==> src/rtl/spi_frame_tx.sv <==
// SPI-style mode-0 master: sends one FRAME_W-bit word MSB first under an active-high ce window.
// Define SPI_FRAME_TX_PARITY_EN to append an odd-parity bit (~^frame) after the LSB.
module spi_frame_tx #(
  parameter int FRAME_W = 40,
  parameter int CLK_DIV = 4
) (
  input  logic               clk,
  input  logic               nreset,
  input  logic               load,
  input  logic [FRAME_W-1:0] frame,
  output logic               busy,
  output logic               done,
  output logic               ce,
  output logic               sck,
  output logic               sdo
);

`ifdef SPI_FRAME_TX_PARITY_EN
  localparam int NBITS = FRAME_W + 1;
`else
  localparam int NBITS = FRAME_W;
`endif
  localparam int CNT_W = $clog2(NBITS + 1);
  localparam int DIV_W = $clog2(CLK_DIV) + 1;

  localparam logic [DIV_W-1:0] DIV_RELOAD = DIV_W'(CLK_DIV - 1);
  localparam logic [DIV_W-1:0] DIV_ONE    = DIV_W'(1);
  localparam logic [CNT_W-1:0] CNT_ONE    = CNT_W'(1);
  localparam logic [CNT_W-1:0] CNT_FULL   = CNT_W'(NBITS);

  typedef enum logic [2:0] {
    IDLE     = 3'd0,
    SETUP    = 3'd1,
    SHIFT_HI = 3'd2,
    SHIFT_LO = 3'd3,
    HOLD     = 3'd4
  } state_t;

  state_t             state, state_nxt;
  logic [NBITS-1:0]   sreg, sreg_nxt;
  logic [NBITS-1:0]   load_word;
  logic [CNT_W-1:0]   bits, bits_nxt;
  logic [DIV_W-1:0]   div, div_nxt;
  logic               tick;
  logic               done_nxt;
  logic               ce_nxt, busy_nxt, sck_nxt, sdo_nxt;

`ifdef SPI_FRAME_TX_PARITY_EN
  // Parity rides at the bottom of the shift register so it leaves after the LSB.
  assign load_word = {frame, ~^frame};
`else
  assign load_word = frame;
`endif

  assign tick = (div == '0);

  always_ff @(posedge clk or negedge nreset) begin
    if (!nreset) begin
      state <= IDLE;
      sreg  <= '0;
      bits  <= '0;
      div   <= '0;
      ce    <= 1'b0;
      busy  <= 1'b0;
      sck   <= 1'b0;
      sdo   <= 1'b0;
      done  <= 1'b0;
    end else begin
      state <= state_nxt;
      sreg  <= sreg_nxt;
      bits  <= bits_nxt;
      div   <= div_nxt;
      ce    <= ce_nxt;
      busy  <= busy_nxt;
      sck   <= sck_nxt;
      sdo   <= sdo_nxt;
      done  <= done_nxt;
    end
  end

  always_comb begin
    state_nxt = state;
    sreg_nxt  = sreg;
    bits_nxt  = bits;
    div_nxt   = tick ? div : div - DIV_ONE;
    done_nxt  = 1'b0;

    case (state)
      IDLE: begin
        if (load) begin
          state_nxt = SETUP;
          sreg_nxt  = load_word;
          bits_nxt  = CNT_FULL;
          div_nxt   = DIV_RELOAD;
        end
      end
      SETUP: begin
        if (tick) begin
          state_nxt = SHIFT_HI;
          div_nxt   = DIV_RELOAD;
        end
      end
      SHIFT_HI: begin
        // Shift on the falling sck edge so sdo settles during the low phase.
        if (tick) begin
          state_nxt = SHIFT_LO;
          div_nxt   = DIV_RELOAD;
          sreg_nxt  = {sreg[NBITS-2:0], 1'b0};
          bits_nxt  = bits - CNT_ONE;
        end
      end
      SHIFT_LO: begin
        if (tick) begin
          div_nxt   = DIV_RELOAD;
          state_nxt = (bits != '0) ? SHIFT_HI : HOLD;
        end
      end
      HOLD: begin
        if (tick) begin
          state_nxt = IDLE;
          done_nxt  = 1'b1;
        end
      end
      default: begin
        state_nxt = IDLE;
      end
    endcase

    // Outputs are registered from the next state so they change cleanly with the state itself.
    ce_nxt   = (state_nxt != IDLE);
    busy_nxt = (state_nxt != IDLE);
    sck_nxt  = (state_nxt == SHIFT_HI);
    sdo_nxt  = ((state_nxt == SETUP) || (state_nxt == SHIFT_HI) || (state_nxt == SHIFT_LO))
               && sreg_nxt[NBITS-1];
  end

endmodule

==> config.mk <==
export PLATFORM = sky130hd
export DESIGN_NAME = spi_frame_tx
export DESIGN_NICKNAME = d
export VERILOG_FILES = /design/src/rtl/spi_frame_tx.sv
export SDC_FILE = /design/constraint.sdc
export NUM_CORES = 1
export LEC_CHECK = 0
export ABC_CLOCK_PERIOD_IN_PS = 1950
export CORE_ASPECT_RATIO = 2
export CORE_UTILIZATION = 35
export CTS_BUF_LIST = sky130_fd_sc_hd__clkbuf_16
export DETAILED_ROUTE_END_ITERATION = 8
export DONT_BUFFER_PORTS = 1
export GPL_ROUTABILITY_DRIVEN = 0
export PLACE_DENSITY = 0.54
export REMOVE_ABC_BUFFERS = 1
export SLEW_MARGIN = 20
export SYNTH_ARGS = -nofsm -noshare
export SYNTH_HDL_FRONTEND = slang
export SYNTH_SLANG_ARGS = --single-unit
==> constraint.sdc <==
create_clock -name clk -period 1.95 [get_ports clk]
set_input_delay 0.39 -clock clk [delete_from_list [all_inputs] [get_ports clk]]
set_output_delay 0.39 -clock clk [all_outputs]
set_load 0.02 [all_outputs]
After elaboration in Yosys (flattened, before gate mapping):

Index checks and enable logic that the tools add are counted.
Widths: inputs -> output; s select.

* logic and storage cells: 49
* bits of input ports: 43
* output and inout port bits: 5
* register bits: 56

* equal/unequal tests: 9
* mux-type cells: 19
* reductions and logical operators: 10
* $add $sub $neg: 2

Operator list (count)
* $mux 40: 2
* $pmux 40 s2: 1
* $mux 3: 9
* $pmux 3 s5: 1
* $eq 3x2->1 const B: 4
* $mux 6: 2
* $pmux 6 s2: 1
* $eq 3x1->1 const B: 2
* $logic_not 3->1: 2
* $pmux 3 s2: 1
* $reduce_bool 6->1: 1
* $sub 6x1->6 const B: 1
* $ne 2x2->1 const B: 2
* $eq 3x3->1 const B: 1
* $reduce_and 3->1: 1
* $reduce_bool 3->1: 1
* $reduce_or 3->1: 1
* $sub 3x1->3 const B: 1
* $logic_or 1x1->1: 2
* $mux 1: 2
* $reduce_bool 2->1: 1
* $logic_and 1x1->1: 1

Logic depth before layout (Yosys ltp):

Gate-level depths: netlist (run 1).

* depth after elaboration: 8
* depth in mapped cells: 6
* mapped depth without buffers: 5

Worst setup path after synthesis (run 1):

OpenSTA, ideal clock, no wires.

* kind: flip-flop to flip-flop
* from: register div[0]
* to: register sdo
* path slack: 0.335 ns
* data arrival time: 1.521 ns
* path buffers: 1
* stages on the path, launching flop included: 7
* setup time: 0.094 ns
* cell sequence: dfrtp_1 -> inv_1 -> ha_1 -> nor2b_1 -> clkbuf_1 -> a32oi_1 -> a211oi_1

* longest elaborated chain between the ends: 7

RTL lines
* start, declared: line 43 `logic [DIV_W-1:0] div, div_nxt;`
* start signal, assigned: line 72 `div <= div_nxt;`
* $logic_not 3->1 *: line 55 `assign tick = (div == '0);`
* $mux 3, on equally long branches
* $pmux 3 s5: line 88 `case (state)`
* $eq 3x1->1 / $eq 3x2->1 (equally long branches): line 133 `sdo_nxt = ((state_nxt == SETUP) || (state_nxt == SHIFT_HI) || (state_nxt == SHIFT_LO))`
* $logic_or 1x1->1 (2 in a row): line 133
* $logic_and 1x1->1 *: line 134 `&& sreg_nxt[NBITS-1];`
* via sdo_nxt: line 46 `logic ce_nxt, busy_nxt, sck_nxt, sdo_nxt;`
* end signal, assigned: line 76 `sdo <= sdo_nxt;`
* end, declared: line 15 `output logic sdo`

Mark *: on every way through the listed nets, which the timed path passes. The rest lies on a longest branch. The select of a mux whose other input is x is not followed.
A chain may end at the register's enable or synchronous reset.

Final worst setup path (run 1):

* from: register state[1]
* to: register sdo

* longest elaborated chain between the ends: 6

RTL lines
* start, declared: line 39 `state_t state, state_nxt;`
* start signal, assigned: line 69 `state <= state_nxt;`
* $eq 3x3->1, or another cell as far along: line 88
* $pmux 3 s5: line 88
* $eq 3x1->1 / $eq 3x2->1 (equally long branches): line 133
* $logic_or 1x1->1 (2 in a row): line 133
* $logic_and 1x1->1 *: line 134
* via sdo_nxt: line 46

Mark *: on every way through the listed nets, which the timed path passes. The rest lies on a longest branch.

==> results of run 1 <==
## critical path, stage by stage (launching register included)
cell and delay [ps]:
dfrtp_1 420, buf_4 160, nor4b_4 440, buf_6 330
a32oi_1 120, a211oi_1 220
## per-stage QoR
| stage | utilization, % | instances | area (µm²) |
|---|---|---|---|
| after floorplan | - | 200 | 2540 |
| final | 40.8 | 319 | 2980 |
| after global placement | 38.1 | 307 | 2790 |
| after global routing | 40.8 | 319 | 2980 |
| after CTS | 40.6 | 318 | 2970 |
| after detailed placement | 38.1 | 307 | 2790 |
## routing by layer
metal  vias up  global-route usage, %
met2        36                   25.9
met3         8                   2.72
li1        827                      -
met1       862                   18.1
met5         -                      0
met4         0                   7.75
## sequential cells by signal (all words and copies together) (netlist names)
name / count
sreg: 40
bits: 6
div: 3
state: 3
ce: 1
done: 1
sck: 1
sdo: 1
## power breakdown
group	switching, mW	internal [mW]	leakage (nW)
clock network	0.387	0.463	0.0738
logic	0.756	0.871	0.551
registers	0.352	1.66	0.696
total	1.49	2.99	1.32
## path summary, 6_finish.rpt
path                       startpoint        to  slack [ps]  cells past startpoint
setup / recovery             state[1]       sdo         160                      5
hold / removal               frame[0]   sreg[0]         230                      2
setup reg to reg             state[1]       sdo         160                      5
hold reg to reg               bits[5]   bits[5]         490                      1
max in group asynchronous      nreset  sreg[38]        1080                      2
min in group asynchronous      nreset      done         630                      2
## synthesized netlist by cell type (all sizes together), types with 3 or more instances
cell type / instances
nor2: 8
nand3b: 3
ha: 3
buf: 13
dfrtp: 56
o21ai: 3
a221o: 38
inv: 5
clkbuf: 4
nand2: 7
a21oi: 5
mux2i: 6
and2: 38
## layout make-up
| type | instances | area [µm²] |
|---|---|---|
| fill | 711 | 4340 |
| sequential | 56 | 1400 |
| multi-input combinational | 140 | 1140 |
| timing repair buffer | 17 | 166 |
| clock buffer | 5 | 125 |
| tap | 92 | 115 |
| inverter | 5 | 18.8 |
| clock inverter | 3 | 11.3 |
| antenna | 1 | 2.50 |
## repair_timing
action,in CTS,in global routing
hold endpoints to repair,56,0
endpoints found under the setup margin,1,21
cloned,1,0
resized for setup,0,2
hold buffers,2,0
pin swaps,1,0
## cell families (layout without fill, tap and decap cells)
group                    Yosys count  in the layout
other                              0              1
adder cells (fa/ha/maj)            3              3
flip-flops                        56             56
AND/OR/NAND/NOR                   73             73
XOR/XNOR                           1              1
buffers and inverters             22             30
AO/OA/AOI/OAI                     54             55
multiplexers                       8              8
==> impl_metrics.py, run 1 <==
metrics = {
    "outcome": {
        "status": "complete, no violations",
    },
    "logic_synthesis": {
        "syn_inst": 217,
        "syn_area_per_cell_um2": 12.4,
        "synth_compound_area_share_pct": 18.2,
        "synthMuxAreaShare_pct": 3.22,
        "synth_edf_count": 0,
        "synthXorXnorAreaFrac_pct": 0.327,
        "synth.yosys.seq_area_share_pct": 52.3,
        "yosysTopAreaCellShare_pct": 52.3,
        "synth_cell_type_count": 44,
        "async_reset_ff_share_pct": 100,
        "synth_area_leaders": "dfrtp_1, a221o_1, and2_1",
        "synth-simple-area-share_pct": 18.6,
        "synth_top_family_by_area": "simple AND/OR/NAND/NOR gates",
        "ys_seq_elements": 56,
        "ys.warnings.count": 0,
        "synthAdderAreaFrac_pct": 1.40,
        "synthFlopType": "dfrtp_1",
        "syn_area_um2": 2680,
        "synth_top_cell_by_area": "dfrtp_1",
    },
    "detailed_routing": {
        "detail-route-antenna-nets": 0,
        "route.detailed.drc": 0,
        "dr.pass1.iters": 4,
        "dr.max_layer_used": "met4",
        "wl_met1_um": 2270,
        "via_count": 1733,
        "wirelength_um": 5470,
        "wl_met3_um": 147,
        "dr.first_iter.drc_count": 82,
        "wl_met2_um": 2950,
        "vias_per_cell": 5.43,
        "wl_per_cell_um": 17.2,
    },
    "setup_path": {
        "path_class": "reg2reg",
        "crit_fanout": 44,
        "cp-start-kind": "register",
        "cp.required_ps": 2150,
        "crit_arrival_ps": 2000,
        "end_kind": "register",
    },
    "cts": {
        "cts_buffer_depth": 2,
        "clock-sinks": 56,
        "cts_tree": "built",
        "cts_setup_buffers": 0,
        "ctsHtreeMaxLevel": 2,
        "cts_inserted_buffers": 5,
        "clockRootBuffer": "clkbuf_16",
        "clkTransAtPathRegs_ps": 70,
        "clkLatencyLatePin_ps": 290,
    },
    "grt": {
        "grt_pass1_vias": 1833,
        "grt_max_degree": 57,
        "overflow": 0,
        "grt_pass1_wl_um": 9340,
        "antenna_found_initial": 1,
        "grt_usage_pct": 15.3,
    },
    "floorplan": {
        "num_io_pins": 48,
        "num_rows": 44,
        "start_util_pct": 36.6,
        "chipWidth_um": 63.9,
        "die_h_um": 126,
        "dieArea_um2": 8040,
        "core_area_um2": 7320,
    },
    "timing": {
        "setup_slack_ps": 156,
        "slew_viol_final": 0,
        "setup_violations": 0,
        "fmax_mhz": 557,
        "hold_viol": 0,
        "fin_worst_skew_ps": 6.83,
        "timing.hold.ws_ps": 235,
        "rsz0062_at_grt": "yes",
        "max-slew-margin-rel_pct": 59.7,
        "worstMarginPinSlew_ps": 604,
        "setup_tns_ps": 0,
        "period_needed_ps": 1790,
        "period_share_pct": 92.0,
    },
    "power_and_ir_drop": {
        "p_per_area_nw_per_um2": 1500,
        "power_mw": 4.49,
        "leakage_nw": 1.32,
        "peakVddDrop_mv": 0.700,
    },
    "finish": {
        "drive_gt1_share_pct": 14.2,
        "final_cell_mix": "dfrtp_1, and2_1, a221o_1",
        "area_growth_pct": 11.3,
        "nets": 271,
        "layout_commonest_cell": "dfrtp_1",
    },
    "placed_design": {
        "dp_slack_ps": -97.2,
        "post-dp-hpwl_um": 3620,
        "portBuffers": 0,
    },
    "worst_hold_path": {
        "hold_path_class": "in2reg",
    },
    "flow_run": {
        "maxCapViolCount": 0,
    },
}
No activity file was read; power rests on OpenSTA's default activity.
==> run 2, diff against run 1 <==
--- a/config.mk
+++ b/config.mk
@@ -18,3 +18,4 @@
 export SYNTH_ARGS = -nofsm -noshare
 export SYNTH_HDL_FRONTEND = slang
 export SYNTH_SLANG_ARGS = --single-unit
+export TNS_END_PERCENT = 20
==> results of run 2 <==
No change in the layout: final DEF, timing and power equal those of run 1.
==> run 3, diff against run 2 <==
--- a/config.mk
+++ b/config.mk
@@ -6,14 +6,17 @@
 export NUM_CORES = 1
 export LEC_CHECK = 0
 export ABC_CLOCK_PERIOD_IN_PS = 1950
+export CELL_PAD_IN_SITES_DETAIL_PLACEMENT = 0
+export CELL_PAD_IN_SITES_GLOBAL_PLACEMENT = 1
 export CORE_ASPECT_RATIO = 2
-export CORE_UTILIZATION = 35
+export CORE_UTILIZATION = 50
 export CTS_BUF_LIST = sky130_fd_sc_hd__clkbuf_16
 export DETAILED_ROUTE_END_ITERATION = 8
 export DONT_BUFFER_PORTS = 1
 export GPL_ROUTABILITY_DRIVEN = 0
-export PLACE_DENSITY = 0.54
+export PLACE_DENSITY = 0.83
 export REMOVE_ABC_BUFFERS = 1
+export SKIP_CTS_REPAIR_TIMING = 1
 export SLEW_MARGIN = 20
 export SYNTH_ARGS = -nofsm -noshare
 export SYNTH_HDL_FRONTEND = slang
==> impl_metrics.py, run 3 (synthesis results as in run 1) <==
metrics = {
    "grt": {
        "grt_max_degree": 57,
        "overflow": 0,
        "grt_pass1_vias": 1883,
        "grt_pass1_wl_um": 8550,
        "grt_usage_pct": 20.2,
        "antenna_found_initial": 0,
    },
    "flow_run": {
        "maxCapViolCount": 0,
    },
    "detailed_routing": {
        "dr.first_iter.drc_count": 63,
        "dr.pass1.iters": 4,
        "via_count": 1860,
        "route.detailed.drc": 0,
        "vias_per_cell": 6.67,
        "wirelength_um": 5520,
        "detail-route-antenna-nets": 0,
        "wl_per_cell_um": 19.8,
    },
    "timing": {
        "worstMarginPinSlew_ps": 587,
        "fmax_mhz": 538,
        "hold_viol": 0,
        "max-slew-margin-rel_pct": 60.8,
        "rsz0062_at_grt": "yes",
        "setup_slack_ps": 92.7,
        "slew_viol_final": 0,
        "fin_worst_skew_ps": 9.12,
        "setup_violations": 0,
        "period_needed_ps": 1860,
        "period_share_pct": 95.2,
    },
    "cts": {
        "ctsHtreeMaxLevel": 2,
        "cts_buffer_depth": 2,
        "cts_tree": "built",
        "clock-sinks": 56,
        "clkTransAtPathRegs_ps": 70,
        "clkLatencyLatePin_ps": 290,
        "clockRootBuffer": "clkbuf_16",
        "cts_inserted_buffers": 5,
    },
    "finish": {
        "post-route-util_pct": 56.6,
        "fin_cells": 279,
        "nets": 266,
        "drive_gt1_share_pct": 13.6,
        "n_antenna_cell": 0,
        "top_regs": "sreg x40, bits x6",
        "largest_reg_flops": 40,
        "top_register": "sreg",
        "layout_commonest_cell": "dfrtp_1",
        "area_growth_pct": 8.49,
        "final_cell_mix": "dfrtp_1, and2_1, a221o_1",
    },
    "worst_hold_path": {
        "min-delay-start": "frame[0]",
        "hold_path_class": "in2reg",
    },
    "floorplan": {
        "dieArea_um2": 5680,
        "die_h_um": 106,
        "chipWidth_um": 53.8,
        "num_rows": 37,
        "core_area_um2": 5140,
        "start_util_pct": 52.2,
        "num_io_pins": 48,
    },
    "setup_path": {
        "timing.rr.start": "div[1]",
        "cp.required_ps": 2120,
        "end_kind": "register",
        "crit_arrival_ps": 2030,
        "cp-start-kind": "register",
        "crit_fanout": 20,
        "path_class": "reg2reg",
        "crit_path_start": "div[1]",
    },
    "outcome": {
        "status": "complete, no violations",
    },
    "power_and_ir_drop": {
        "peakVddDrop_mv": 1.10,
        "p_per_area_nw_per_um2": 1550,
        "power_mw": 4.51,
        "leakage_nw": 1.29,
    },
    "placed_design": {
        "dp_cells": 268,
        "dp_slack_ps": -89.4,
        "portBuffers": 0,
        "post-dp-hpwl_um": 3490,
    },
}
## run 3: cell count changes in the layout (fill, tap and decap cells not counted), sizes merged
cell	delta
inv	-1
diode	-1
clkinvlp	+1
buf	-5
## run 3: worst paths after layout
check,depth (start not counted),end,slack (ps)
setup / recovery,5,sreg[35],90
hold / removal,2,sreg[0],230
setup reg to reg,5,sreg[35],90
hold reg to reg,1,bits[5],490
max in group asynchronous,2,sreg[34],1020
min in group asynchronous,2,sdo,670
## run 3: stage by stage
stage          hold slack, ps  instance area, µm²  TNS [ps]
2_1_floorplan            94.4                2540    -18180
3_3_place_gp             95.8                2710         0
3_5_place_dp             95.5                2710     -91.1
4_1_cts                  -217                2850      -285
5_1_grt                   236                2910     -39.5
6_report                  233                2910         0
## run 3: layout make-up
class / instances / area, µm²
timing repair buffer: 12 / 125
multi-input combinational: 140 / 1150
tap: 58 / 72.6
sequential: 56 / 1400
clock buffer: 5 / 125
fill: 415 / 2230
inverter: 5 / 18.8
clock inverter: 3 / 20.0
## run 3: per-layer routing
metal,share of wire (%),up-vias,wire (µm),GRT usage (%)
met2,53,64,2940,34.4
met1,40,964,2220,23.6
met5,0,-,0,0
met3,3.6,16,199,3.75
li1,-,816,-,-
met4,2.9,0,158,8.27
## run 3: worst max-delay path: stages (launching register included)
cell	delay [ps]
dfrtp_1	400
inv_1	90
ha_1	170
nor2b_1	450
a21oi_4	270
a221o_1	370
## run 3: power breakdown
group | internal [mW] | switching, mW
clock network | 0.474 | 0.400
logic | 0.826 | 0.775
registers | 1.66 | 0.381
total | 2.96 | 1.56
